File: src/rtl/vpu_mem_pkg.sv
// Shared definitions for the vector element memory blocks: reader FSM states
// and default width constants.
package vpu_mem_pkg;

    typedef enum logic [1:0] {
        IDLE  = 2'd0,
        RUN   = 2'd1,
        DRAIN = 2'd2
    } rd_state_e;

    localparam int DEF_ADDR_WIDTH = 8;
    localparam int DEF_DATA_WIDTH = 8;
    localparam int DEF_LEN_WIDTH  = 9;

endpackage

File: src/rtl/vec_mem_reader.sv
// Strided streaming reader for the vector element RAM with a valid/ready output.
// VEC_READER_STRIDE_EN: adds the stride port; otherwise the increment is fixed at 1.
module vec_mem_reader
    import vpu_mem_pkg::*;
#(
    parameter int ADDR_WIDTH = DEF_ADDR_WIDTH,
    parameter int DATA_WIDTH = DEF_DATA_WIDTH,
    parameter int LEN_WIDTH  = DEF_LEN_WIDTH
) (
    input  logic                  clk,
    input  logic                  rst_n,
    input  logic                  start,
    input  logic [ADDR_WIDTH-1:0] base_addr,
    input  logic [LEN_WIDTH-1:0]  length,
`ifdef VEC_READER_STRIDE_EN
    input  logic [ADDR_WIDTH-1:0] stride,
`endif
    output logic                  busy,
    output logic                  done,
    output logic [ADDR_WIDTH-1:0] rd_addr,
    input  logic [DATA_WIDTH-1:0] rd_data,
    output logic                  out_valid,
    input  logic                  out_ready,
    output logic [DATA_WIDTH-1:0] out_data,
    output logic                  out_last
);

    rd_state_e             state_q, state_d;
    logic [ADDR_WIDTH-1:0] addr_q;
    logic [LEN_WIDTH-1:0]  remaining_q;
    logic [ADDR_WIDTH-1:0] step;
    logic                  fetch;
    logic                  accept;
    logic                  last_fetch;

`ifdef VEC_READER_STRIDE_EN
    logic [ADDR_WIDTH-1:0] stride_q;

    always_ff @(posedge clk) begin
        if (!rst_n)                        stride_q <= '0;
        else if (accept && length != '0)   stride_q <= stride;
    end

    assign step = stride_q;
`else
    assign step = ADDR_WIDTH'(1);
`endif

    always_ff @(posedge clk) begin
        if (!rst_n) state_q <= IDLE;
        else        state_q <= state_d;
    end

    always_comb begin
        state_d = state_q;
        case (state_q)
            IDLE:    if (start && length != '0) state_d = RUN;
            RUN:     if (last_fetch)            state_d = DRAIN;
            DRAIN:   if (out_valid && out_ready) state_d = IDLE;
            default: state_d = IDLE;
        endcase
    end

    // Refill whenever the single output register is empty or being emptied this cycle.
    always_comb begin
        busy       = (state_q != IDLE);
        accept     = (state_q == IDLE) && start;
        fetch      = (state_q == RUN) && (!out_valid || out_ready);
        last_fetch = fetch && (remaining_q == LEN_WIDTH'(1));
        rd_addr    = addr_q;
    end

    always_ff @(posedge clk) begin
        if (!rst_n) begin
            addr_q      <= '0;
            remaining_q <= '0;
            out_data    <= '0;
            out_valid   <= 1'b0;
            out_last    <= 1'b0;
            done        <= 1'b0;
        end else begin
            done <= 1'b0;
            if (accept) begin
                if (length != '0) begin
                    addr_q      <= base_addr;
                    remaining_q <= length;
                end else begin
                    done <= 1'b1;
                end
            end
            if (fetch) begin
                out_data    <= rd_data;
                out_valid   <= 1'b1;
                out_last    <= (remaining_q == LEN_WIDTH'(1));
                addr_q      <= addr_q + step;
                remaining_q <= remaining_q - LEN_WIDTH'(1);
            end else if (state_q == DRAIN && out_valid && out_ready) begin
                out_valid <= 1'b0;
                done      <= 1'b1;
            end
        end
    end

endmodule
File: config.mk
export PLATFORM = sky130hd
export DESIGN_NAME = vec_mem_reader
export DESIGN_NICKNAME = d
export VERILOG_FILES = /design/src/rtl/vpu_mem_pkg.sv /design/src/rtl/vec_mem_reader.sv
export SDC_FILE = /design/constraint.sdc
export NUM_CORES = 1
export LEC_CHECK = 0
export ABC_AREA = 0
export CORE_ASPECT_RATIO = 1.75
export CORE_UTILIZATION = 30
export CTS_CLUSTER_DIAMETER = 80
export DETAILED_ROUTE_END_ITERATION = 8
export PLACE_DENSITY = 0.65
export RECOVER_POWER = 25
export SETUP_SLACK_MARGIN = 0.4
export SKIP_LAST_GASP = 1
export SLEW_MARGIN = 10
export SYNTH_ARGS = -nofsm -noshare
export SYNTH_HDL_FRONTEND = slang
export SYNTH_SLANG_ARGS = --single-unit
export TNS_END_PERCENT = 10
File: constraint.sdc
create_clock -name clk -period 2.2 [get_ports clk]
set_input_delay 0.22 -clock clk [delete_from_list [all_inputs] [get_ports clk]]
set_output_delay 0.22 -clock clk [all_outputs]
set_load 0.02 [all_outputs]
Word-level counts from Yosys, hierarchy flattened
Cells that the tools add are included.
{ "totals": {"ff_bits": 30, "output_inout_bits": 20} }
{ "op_classes": {"add_sub_neg": 2, "n_eq_ne": 6, "mux": 16, "n_reduce_logical": 17} }
{ "ops": {"columns": ["operator", "count"], "rows": [
  ["two-way mux 9 bit", 3],
  ["two-way mux 8 bit", 3],
  ["== test 9 x 1 -> 1 bit (second input constant)", 1],
  ["nonzero test 9 bit", 1],
  ["subtractor 9 x 1 -> 9 bit (second input constant)", 1],
  ["adder 8 x 1 -> 8 bit (second input constant)", 1],
  ["nonzero test 2 bit", 4],
  ["logical AND 1 bit", 7],
  ["two-way mux 1 bit", 6],
  ["two-way mux 2 bit", 3],
  ["inequality test 2 bit (second input constant)", 3],
  ["case mux 2 bit (3 select lines)", 1],
  ["AND reduction 3 bit", 1],
  ["== test 2 x 1 -> 1 bit (second input constant)", 1],
  ["== test 2 bit (second input constant)", 1],
  ["logical NOT 2 bit", 1],
  ["AND reduction 2 bit", 1],
  ["logical NOT 1 bit", 1],
  ["logical OR 1 bit", 1]
]} }

Depth between registers and ports, before layout
Gate-level depths: netlist (run 1).
{ "depth": {"ltp_word": 6, "ltp_mapped": 6, "depth_no_buf": 5} }

Worst setup path after synthesis (run 1)
OpenSTA, ideal clock, no wires.
{ "synth_timing": {"kind": "input to register", "start": "in length[2]", "end": "reg remaining_q[1]", "setup_time_ns": 0.115, "t_arrival_ns": 1.672, "t_required_ns": 2.085, "setup_slack_ns": 0.413, "path_stages": 5, "cell_sequence": "or4_4 > o41a_2 > buf_4 > o2bb2ai_1 > o21a_1"} }
{ "synth_via": {"elab_chain_len": 3} }
{ "synth_rtl": {"columns": ["item", "line_no", "source"], "rows": [
  ["start: declaration", "vec_mem_reader.sv:14", "input logic [LEN_WIDTH-1:0] length,"],
  ["nonzero test 9 bit", "vec_mem_reader.sv:84", "if (length != '0) begin"],
  ["nonzero test 2 bit (no line)", null, null],
  ["AND reduction 2 bit (no line)", null, null],
  ["end signal: assignment", "vec_mem_reader.sv:86", "remaining_q <= length;"],
  ["end signal: assignment", "vec_mem_reader.sv:96", "remaining_q <= remaining_q - LEN_WIDTH'(1);"],
  ["end: declaration", "vec_mem_reader.sv:30", "logic [LEN_WIDTH-1:0] remaining_q;"]
]} }
No other way between the ends.
A chain may end at the register's enable or synchronous reset.

Final worst setup path (run 1)
{ "layout_timing": {"start": "in length[7]", "end": "reg addr_q[4], in the netlist rd_addr[4]"} }
{ "layout_via": {"elab_chain_len": 3} }
{ "layout_rtl": {"columns": ["item", "line_no", "source"], "rows": [
  ["nonzero test 9 bit", "vec_mem_reader.sv:84", null],
  ["nonzero test 2 bit (no line)", null, null],
  ["AND reduction 2 bit (no line)", null, null],
  ["end signal: assignment", "vec_mem_reader.sv:85", "addr_q <= base_addr;"],
  ["end signal: assignment", "vec_mem_reader.sv:95", "addr_q <= addr_q + step;"],
  ["end: declaration", "vec_mem_reader.sv:29", "logic [ADDR_WIDTH-1:0] addr_q;"]
]} }
No other way between the ends.

==> results.md, run 1 <==
- In this run the tightest slew margin relative to its limit is 58.8%.
- The worst hold path belongs to the class input pin to flop.
- In this run the worst path has a maximum fanout of 7.
- TritonCTS created 5 clock buffers.
- The hold violation total from the final report came to 0.
- In this run the tool buffered the top-level ports with 48 buffer cells.
- The root buffer cell chosen for the clock tree is sky130_fd_sc_hd__clkbuf_8.
- The total of endpoints with negative setup slack in the final report is 0.
- After detailed routing, the met3 layer carries roughly 160 um of wire.
- The final global-route overflow total is 0.
- Across the run, the number of max-cap violations was 0.
- The worst setup path is captured at a flop.
- Pin placement for this block handled 49 I/O pins.
- The routed length on met2 is 2.23 mm.
- After synthesis, the cell types taking the most area are sky130_fd_sc_hd__dfxtp_1 (39%), sky130_fd_sc_hd__nand2_1 (7.4%), sky130_fd_sc_hd__a21oi_1 (5.6%).
- The number of remaining DRC errors is 0.
- Yosys mapped the design onto 48 distinct sky130hd cell types.
- The CTS tree is yes.
- Setup repair after global routing left no endpoint under its margin.
- Yosys printed 0 warnings.
- The non-filler instance count after layout is approximately 300.
- The run finished with clean final reports.
- The cell area after layout is between 2000 and 2500 um^2.
- The fraction of registers with async set or reset after synthesis is 0%.
- Summed over all layers, the routed wires come to approximately 4.2 mm.
- The clock passes through at most 2 buffers.
- For this run, the share of the core covered by cells in the final layout is 46.2%.
- Clock tree synthesis found a total of 30 sinks.
- The fmax is 0.565 GHz.
- For this design the static power due to leakage is roughly 0.90 nW.
- The clock tree synthesis step divided the H-tree into 2 levels.
- Hold is met by 271 ps.
- Net switching is a little under a third of the power.
- Once detailed placement completed, the half-perimeter wirelength came to 3.22 mm.
- The share of final-layout standard cells stronger than drive strength 1 is between 10% and 20%.
- The first global-routing pass estimated between 6 and 7 mm of wire.
- After synthesis the cells add up to 1530 um^2.
- The final weighted congestion of routability-driven global placement is 0.805.
- In the global route stage, overall resource usage came out at between 15 and 20%.
- The post-layout worst setup margin is 429 ps.
- Walking the worst path, the cells encountered are clkdlybuf4s50_1, or3_1, o41a_4, a311oi_2, nor4_1.
- The synthesized design spends more area on one cell type than any other, namely sky130_fd_sc_hd__dfxtp_1.
- Relative to the synthesized area, the layout overhead comes to 49.3%.
- The instance area after placement is 2140 um^2.
- The worst slack at placement is -84.1 ps.
- The region available for standard cell placement spans 4930 um^2.
- Clock latency on the worst-skew pair, taken at its later pin, is 290 ps.
- Detailed routing inserted a total of between 1500 and 2000 vias.
- The net switching power figure is 0.459 mW.
- The detail route stage leaves a number of antenna-violating nets equal to 0.
- The worst path uses 80.5% of the clock period.
- After synthesis, the mean cell area works out to 8.49 um^2.
- Sorting the synthesized cells by how often they occur yields sky130_fd_sc_hd__dfxtp_1 (30), sky130_fd_sc_hd__nand2_1 (30), sky130_fd_sc_hd__a21oi_1 (17).
- The fraction of post-synthesis cell area in the top cell type by area is roughly two fifths.
- Once the floorplan was initialized, standard cells occupied 31.0% of the core.
- The via count of the first global-routing pass was about 1500.
- The final clock skew is roughly 8.7 ps.
- The average via count per standard cell is 5.24.
- The peak supply drop is around 0.00038 V.
- The clock period could shrink to 1770 ps.
- The kind of critical path is input pin to flop.
- The internal portion of the total power is 1.05 mW.
- The number of synthesized flops with an enable pin is 0.
- After detailed placement, the design holds a cell count of 288.
- The count of standard-cell rows is 34.
- The arrival time reported for the critical path endpoint is 1910 ps.
- The power share of the combinational group is 27.1%.
- In the final routed layout, each cell accounts on average for 14.2 um.
- Data on the critical path is required at its endpoint by 2340 ps.
- The worst setup path is launched from an input pin.
- The transition at the pin with the smallest max-transition slack is between 600 and 700 ps.
- The number of synthesized register bits is 30.
- The total of fill cells in the finished design is 497.
- The number of pins with negative max-slew slack in the final report was 0.
- Entering global routing, the biggest net connects 18 pins.
- In this run, flip-flops and latches consume 42.3% of the power.
- The clock network accounts for 30.6% of the total power.
- The power per standard cell area is about 660 nW/um^2.
- The length of routed wiring on met1 is between 1.5 and 2 mm.
- The count of antenna diodes in the layout is 0.
- The sequential fraction of the synthesis area is 39.3%.
- The synthesized net count is 212.
- The total die area is around 5400 um^2.
- The y dimension of the die is 96.4 um.
- In this run the horizontal extent of the chip is ~56 um.
- The count of mapped cells out of synthesis is 180.
- The top routing layer in use is met4.
- The most common flop cell mapped by yosys is sky130_fd_sc_hd__dfxtp_1.
- On the worst path, the slowest cell contributes a delay of 500 ps.
- The net count of the finished layout is around 270.
- The clock transition at the registers of the reported paths is 60 ps.
- The largest individual stage delay along the critical path comes from the cell sky130_fd_sc_hd__or3_1.
- For this block, the initial DRC count from the detailed router was 38.
- The initial antenna violation count was 0.
- The pre-antenna-repair detailed-routing pass consisted of 4 iterations.
flip-flops by register name, summed over array words and instances (netlist names):
register     cells
remaining_q      9
out_data         8
rd_addr          8
state_q          2
done             1
out_last         1
out_valid        1
final cells by class:
type,count,area [um^2],share of cell area (%)
Clock inverter,1,5.00,0.219
Inverter,4,15.0,0.658
Clock buffer,7,86.3,3.78
Tap cell,54,67.6,2.96
Multi-Input combinational cell,136,886,38.8
Timing Repair Buffer,65,622,27.2
Sequential cell,30,601,26.3
routing by layer:
| layer | global-route usage (%) | vias up |
|---|---|---|
| met3 | 3.06 | 10 |
| met5 | 0 | - |
| li1 | - | 794 |
| met4 | 9.15 | 0 |
| met2 | 29.9 | 41 |
| met1 | 17.1 | 712 |
worst paths after layout:
| check | start | end | slack (ps) | depth (start not counted) |
|---|---|---|---|---|
| worst max-delay path | length[7] | rd_addr[4]$_SDFFE_PN0P_ | 430 | 5 |
| worst min-delay path | length[2] | remaining_q[2]$_SDFFE_PN0P_ | 270 | 3 |
| worst max register to register | state_q[1]$_SDFFE_PN0P_ | remaining_q[8]$_SDFFE_PN0P_ | 480 | 5 |
| worst min register to register | out_data[4]$_SDFFE_PN0N_ | out_data[4]$_SDFFE_PN0N_ | 450 | 2 |
cells in the final DEF, fill, tap and decap left out, types with 2 or more instances in the layout:
master / synthesis / final
sky130_fd_sc_hd__nor2_1: 6 / 6
sky130_fd_sc_hd__dlymetal6s2s_1: 0 / 4
sky130_fd_sc_hd__a21oi_1: 17 / 17
sky130_fd_sc_hd__mux2_2: 2 / 2
sky130_fd_sc_hd__or4_1: 2 / 2
sky130_fd_sc_hd__clkdlybuf4s50_1: 0 / 34
sky130_fd_sc_hd__o21a_1: 3 / 3
sky130_fd_sc_hd__o21ai_0: 2 / 2
sky130_fd_sc_hd__nand3_1: 15 / 15
sky130_fd_sc_hd__buf_4: 2 / 16
sky130_fd_sc_hd__nand4_1: 3 / 3
sky130_fd_sc_hd__nand3b_1: 2 / 2
sky130_fd_sc_hd__dlygate4sd3_1: 0 / 10
sky130_fd_sc_hd__nor2b_1: 2 / 2
sky130_fd_sc_hd__o211ai_1: 2 / 2
sky130_fd_sc_hd__and4_1: 2 / 2
sky130_fd_sc_hd__nand2_1: 30 / 30
sky130_fd_sc_hd__inv_1: 4 / 4
sky130_fd_sc_hd__a22oi_1: 2 / 2
sky130_fd_sc_hd__a32o_1: 2 / 2
sky130_fd_sc_hd__a41oi_1: 2 / 2
sky130_fd_sc_hd__dfxtp_1: 30 / 30
sky130_fd_sc_hd__nand2b_1: 3 / 3
sky130_fd_sc_hd__nor4_1: 2 / 2
sky130_fd_sc_hd__ha_1: 3 / 3
sky130_fd_sc_hd__a31oi_1: 6 / 6
sky130_fd_sc_hd__clkbuf_8: 0 / 6
sky130_fd_sc_hd__and3_1: 2 / 2
sky130_fd_sc_hd__a2bb2oi_1: 2 / 2
repair_timing:
action	in CTS	in global routing
setup endpoints to repair	13	25
hold buffers	0	0
gates resized for setup	5	8
setup buffers	1	0
pin swaps	6	4
logic make-up after synthesis:
logic type               synth area share (%)
flip-flops                               39.3
adder cells (fa/ha/maj)                  2.46
AO/OA/AOI/OAI                            24.9
AND/OR/NAND/NOR                          26.8
buffers and inverters                    4.50
multiplexers                             2.13
stage by stage:
stage / setup TNS, ps / total power [mW]
global placement: -72.1 / 1.05
detailed placement: -288 / 1.05
floorplan: 0 / 0.864
finish: 0 / 1.51
CTS: 0 / 1.52
global route: 0 / 1.59
worst max-delay path, delay by kind of cell:
kind                   cells  cell delay, ps
AO/OA/AOI/OAI              2             690
buffers and inverters      1             420
AND/OR/NAND/NOR            2             570
power by group through the flow:
stage                     sequential, mW  combinational [mW]  clock, mW
after floorplan                    0.669               0.195          0
after global placement             0.647               0.399          0
after detailed placement           0.647               0.403          0
after CTS                          0.636               0.415      0.472
after global routing               0.645               0.449      0.495
final                              0.638               0.409      0.462
Power figures use the tool's default switching activity.
==> run 2: changes to the inputs <==
clock period = 1.65 ns   (was 2.2 ns; I/O delays follow)
==> run 2 against run 1 <==
Critical path depth fell by 2. Core utilization rose by 3.2 points. Routed wire length rose by 13%. Worst setup slack got worse by 290 ps. Sequential power rose by 34%. Clock power rose by 34%. Non-clock buffer count rose by 22. First-iteration DRC count rose by 34%.
==> results.md, run 2 (same netlist as run 1, synthesis figures left out) <==
- The initial detailed-routing violation count came to 51 (+34%).
- The detailed-router iteration count before antenna repair is 6 (+2).
- The post-layout worst setup margin is 138 ps (-291 ps).
- The worst slack at placement is -526 ps (-442 ps).
- The hold violation total from the final report is 0 (unchanged).
- The tightest min-delay check is of the input pin to flop type.
- The total die area is 5400 um^2 (unchanged).
- The net switching power figure is 0.640 mW (+39%).
- The x dimension of the die is 56.0 um (unchanged).
- The highest fanout seen on the critical path came to 4 (-3).
- The worst hold margin was 220 ps (-50.1 ps).
- The final global-route overflow total is 0 (unchanged).
- The kind of end point of the critical path is an output port.
- The number of max-capacitance violations reported came to 0 (unchanged).
- The total via count in the routed design was 1709 (+9.8%).
- The transition at the pin with the smallest max-transition slack is 459 ps (-158 ps).
- The CTS tree is yes.
- The design internal power came to 1.45 mW (+38%).
- The starting density of the core is 31.0% (unchanged).
- The number of pins with negative max-slew slack in the final report is 0 (unchanged).
- The share of final-layout standard cells stronger than drive strength 1 is 27.5% (+13 points).
- The growth of design area from synthesis to finish is 59.7%.
- The count of standard-cell rows was 34 (unchanged).
- The switching part of the total is 30.6% (+0.15 points).
- In the layout the commonest cells are sky130_fd_sc_hd__clkdlybuf4s50_1 (35), sky130_fd_sc_hd__buf_4 (34), sky130_fd_sc_hd__nand2_1 (29), sky130_fd_sc_hd__dfxtp_1 (26), sky130_fd_sc_hd__a21oi_1 (17).
- The worst setup path is launched from a flop.
- The number of routed nets with antenna violations is 0 (unchanged).
- The post-detailed-placement half-perimeter wirelength is 3.44 mm (+6.8%).
- The power per standard cell area is 857 nW/um^2 (+30%).
- The count of input and output buffers is 48 (unchanged).
- The sink count of the clock tree was 30 (unchanged).
- The final weighted congestion of routability-driven global placement is 0.849 (+5.4%).
- The first-pass GRT wire length came to 7.70 mm (+13%).
- The number of remaining DRC errors came to 0 (unchanged).
- The initial antenna violation count came to 0 (unchanged).
- Timing would allow up to ~0.66 GHz.
- CTS placed an instance of sky130_fd_sc_hd__clkbuf_8 at the clock tree root.
- Setup repair after global routing could not meet its margin everywhere.
- The clock period minus final worst setup slack is 1510 ps.
- The y dimension of the die is 96.4 um (unchanged).
- The required time reported for the critical path endpoint is 1480 ps (-860 ps).
- The post-detailed-routing wire length is 4.77 mm (+13%).
- The final clock skew is 4.19 ps (-4.51 ps).
- The core footprint is 4930 um^2 (unchanged).
- The count of antenna diodes in the layout came to 0 (unchanged).
- The total of endpoints with negative setup slack in the final report is 0 (unchanged).
- The clock share of power is 29.5% (-1.1 points).
- The total of fill cells in the finished design is 488 (-1.8%).
- The pin count of the biggest net entering global routing was 18 (unchanged).
- The final sum of negative setup slack is 0 ps (unchanged).
- The run finished with clean final reports.
- The power share of the combinational group is 29.6% (+2.5 points).
- The via count of the first global-routing pass is 1717 (+16%).
- The portion of total power attributed to sequential cells is 40.9% (-1.4 points).
- The tightest slew margin relative to the limit is 69.1% (+10 points).
- remaining_q holds more flip-flops than any other register.
- After layout, the worst path uses between 90% and 100% of the clock period.
- The number of flip-flops in the largest register is 9 (unchanged).
- The count of hold-fix buffers inserted at cts is 0 (unchanged).
- The total number of H-tree levels was 2 (unchanged).
- The average via count per standard cell is 5.36 (+2.2%).
- The buffer levels on the longest clock path is 2 (unchanged).
- The most common library cell in the layout ignoring fill and taps is sky130_fd_sc_hd__clkdlybuf4s50_1.
- The final layout net count is 296 (+8.0%).
- The clock transition at the registers of the reported paths came to 70 ps (about the same).
- The leakage power is 0.966 nW (+7.2%).
- The count of pins on the block boundary was 49 (unchanged).
- The post-detailed-route wirelength per cell is 15.0 um (+5.4%).
- The peak supply drop came to 0.000599 V (+56%).
- The overall routing resource usage is 18.7% (+2.5 points).
- The CTS buffer count is 5 (unchanged).
- The setup path with the least slack is of type flop to output port.
- The arrival time reported for the critical path endpoint is 1350 ps (-560 ps).
- The clock insertion delay at the later pin of the skew report is 280 ps (about the same).
run 2: worst max-delay path, stage by stage (launching register included):
cell                            delay [ps]
sky130_fd_sc_hd__dfxtp_2               340
sky130_fd_sc_hd__buf_4                 130
sky130_fd_sc_hd__or2_2                 270
sky130_fd_sc_hd__dlygate4sd2_1         320
run 2: repair_timing:
item | in CTS | in global routing
endpoints found under the setup margin | 49 | 50
pin swaps | 9 | 0
gates resized for setup | 39 | 11
setup buffers | 4 | 0
gates cloned | 1 | 0
run 2: worst paths after layout:
| kind | startpoint | end | slack [ps] | cells past startpoint |
|---|---|---|---|---|
| worst max-delay path | state_q[0]$_SDFFE_PN0P_ | busy | 140 | 3 |
| worst min-delay path | length[1] | remaining_q[1]$_SDFFE_PN0P_ | 220 | 3 |
| worst max register to register | state_q[0]$_SDFFE_PN0P_ | remaining_q[7]$_SDFFE_PN0P_ | 160 | 5 |
| worst min register to register | out_data[6]$_SDFFE_PN0N_ | out_data[6]$_SDFFE_PN0N_ | 450 | 2 |
run 2: metrics by stage:
step / area (um^2) / cells / utilization [%] / total power, mW
after floorplan: 1540 / 180 / - / 1.16
after global placement: 2290 / 306 / 46.3 / 1.46
after detailed placement: 2290 / 306 / 46.3 / 1.46
after CTS: 2430 / 319 / 49.2 / 2.11
after global routing: 2440 / 319 / 49.5 / 2.20
final: 2440 / 319 / 49.5 / 2.09
run 2: cell type report:
cell class,count,area [um^2],area share (%)
clock inverters,1,5.00,0.205
repair buffers,87,751,30.7
flip-flops and latches,30,606,24.8
well taps,54,67.6,2.77
clock buffers,7,86.3,3.53
inverters,4,15.0,0.615
multi-input cells,136,912,37.3
run 2: power groups by stage:
stage                     Sequential (mW)  Combinational, mW  Clock (mW)
after CTS                           0.851              0.617       0.639
after global placement              0.863              0.594           0
final                               0.856              0.620       0.617
after detailed placement            0.864              0.598           0
after floorplan                     0.891              0.265           0
after global routing                0.865              0.671       0.661
run 2: layer usage:
layer  up-vias  routed length (um)  global-route usage (%)
met3        14                 188                    3.86
met5         -                   0                       0
li1        839                   -                       -
met1       799                1850                    18.1
met4         0                 191                    11.8
met2        57                2550                    35.6
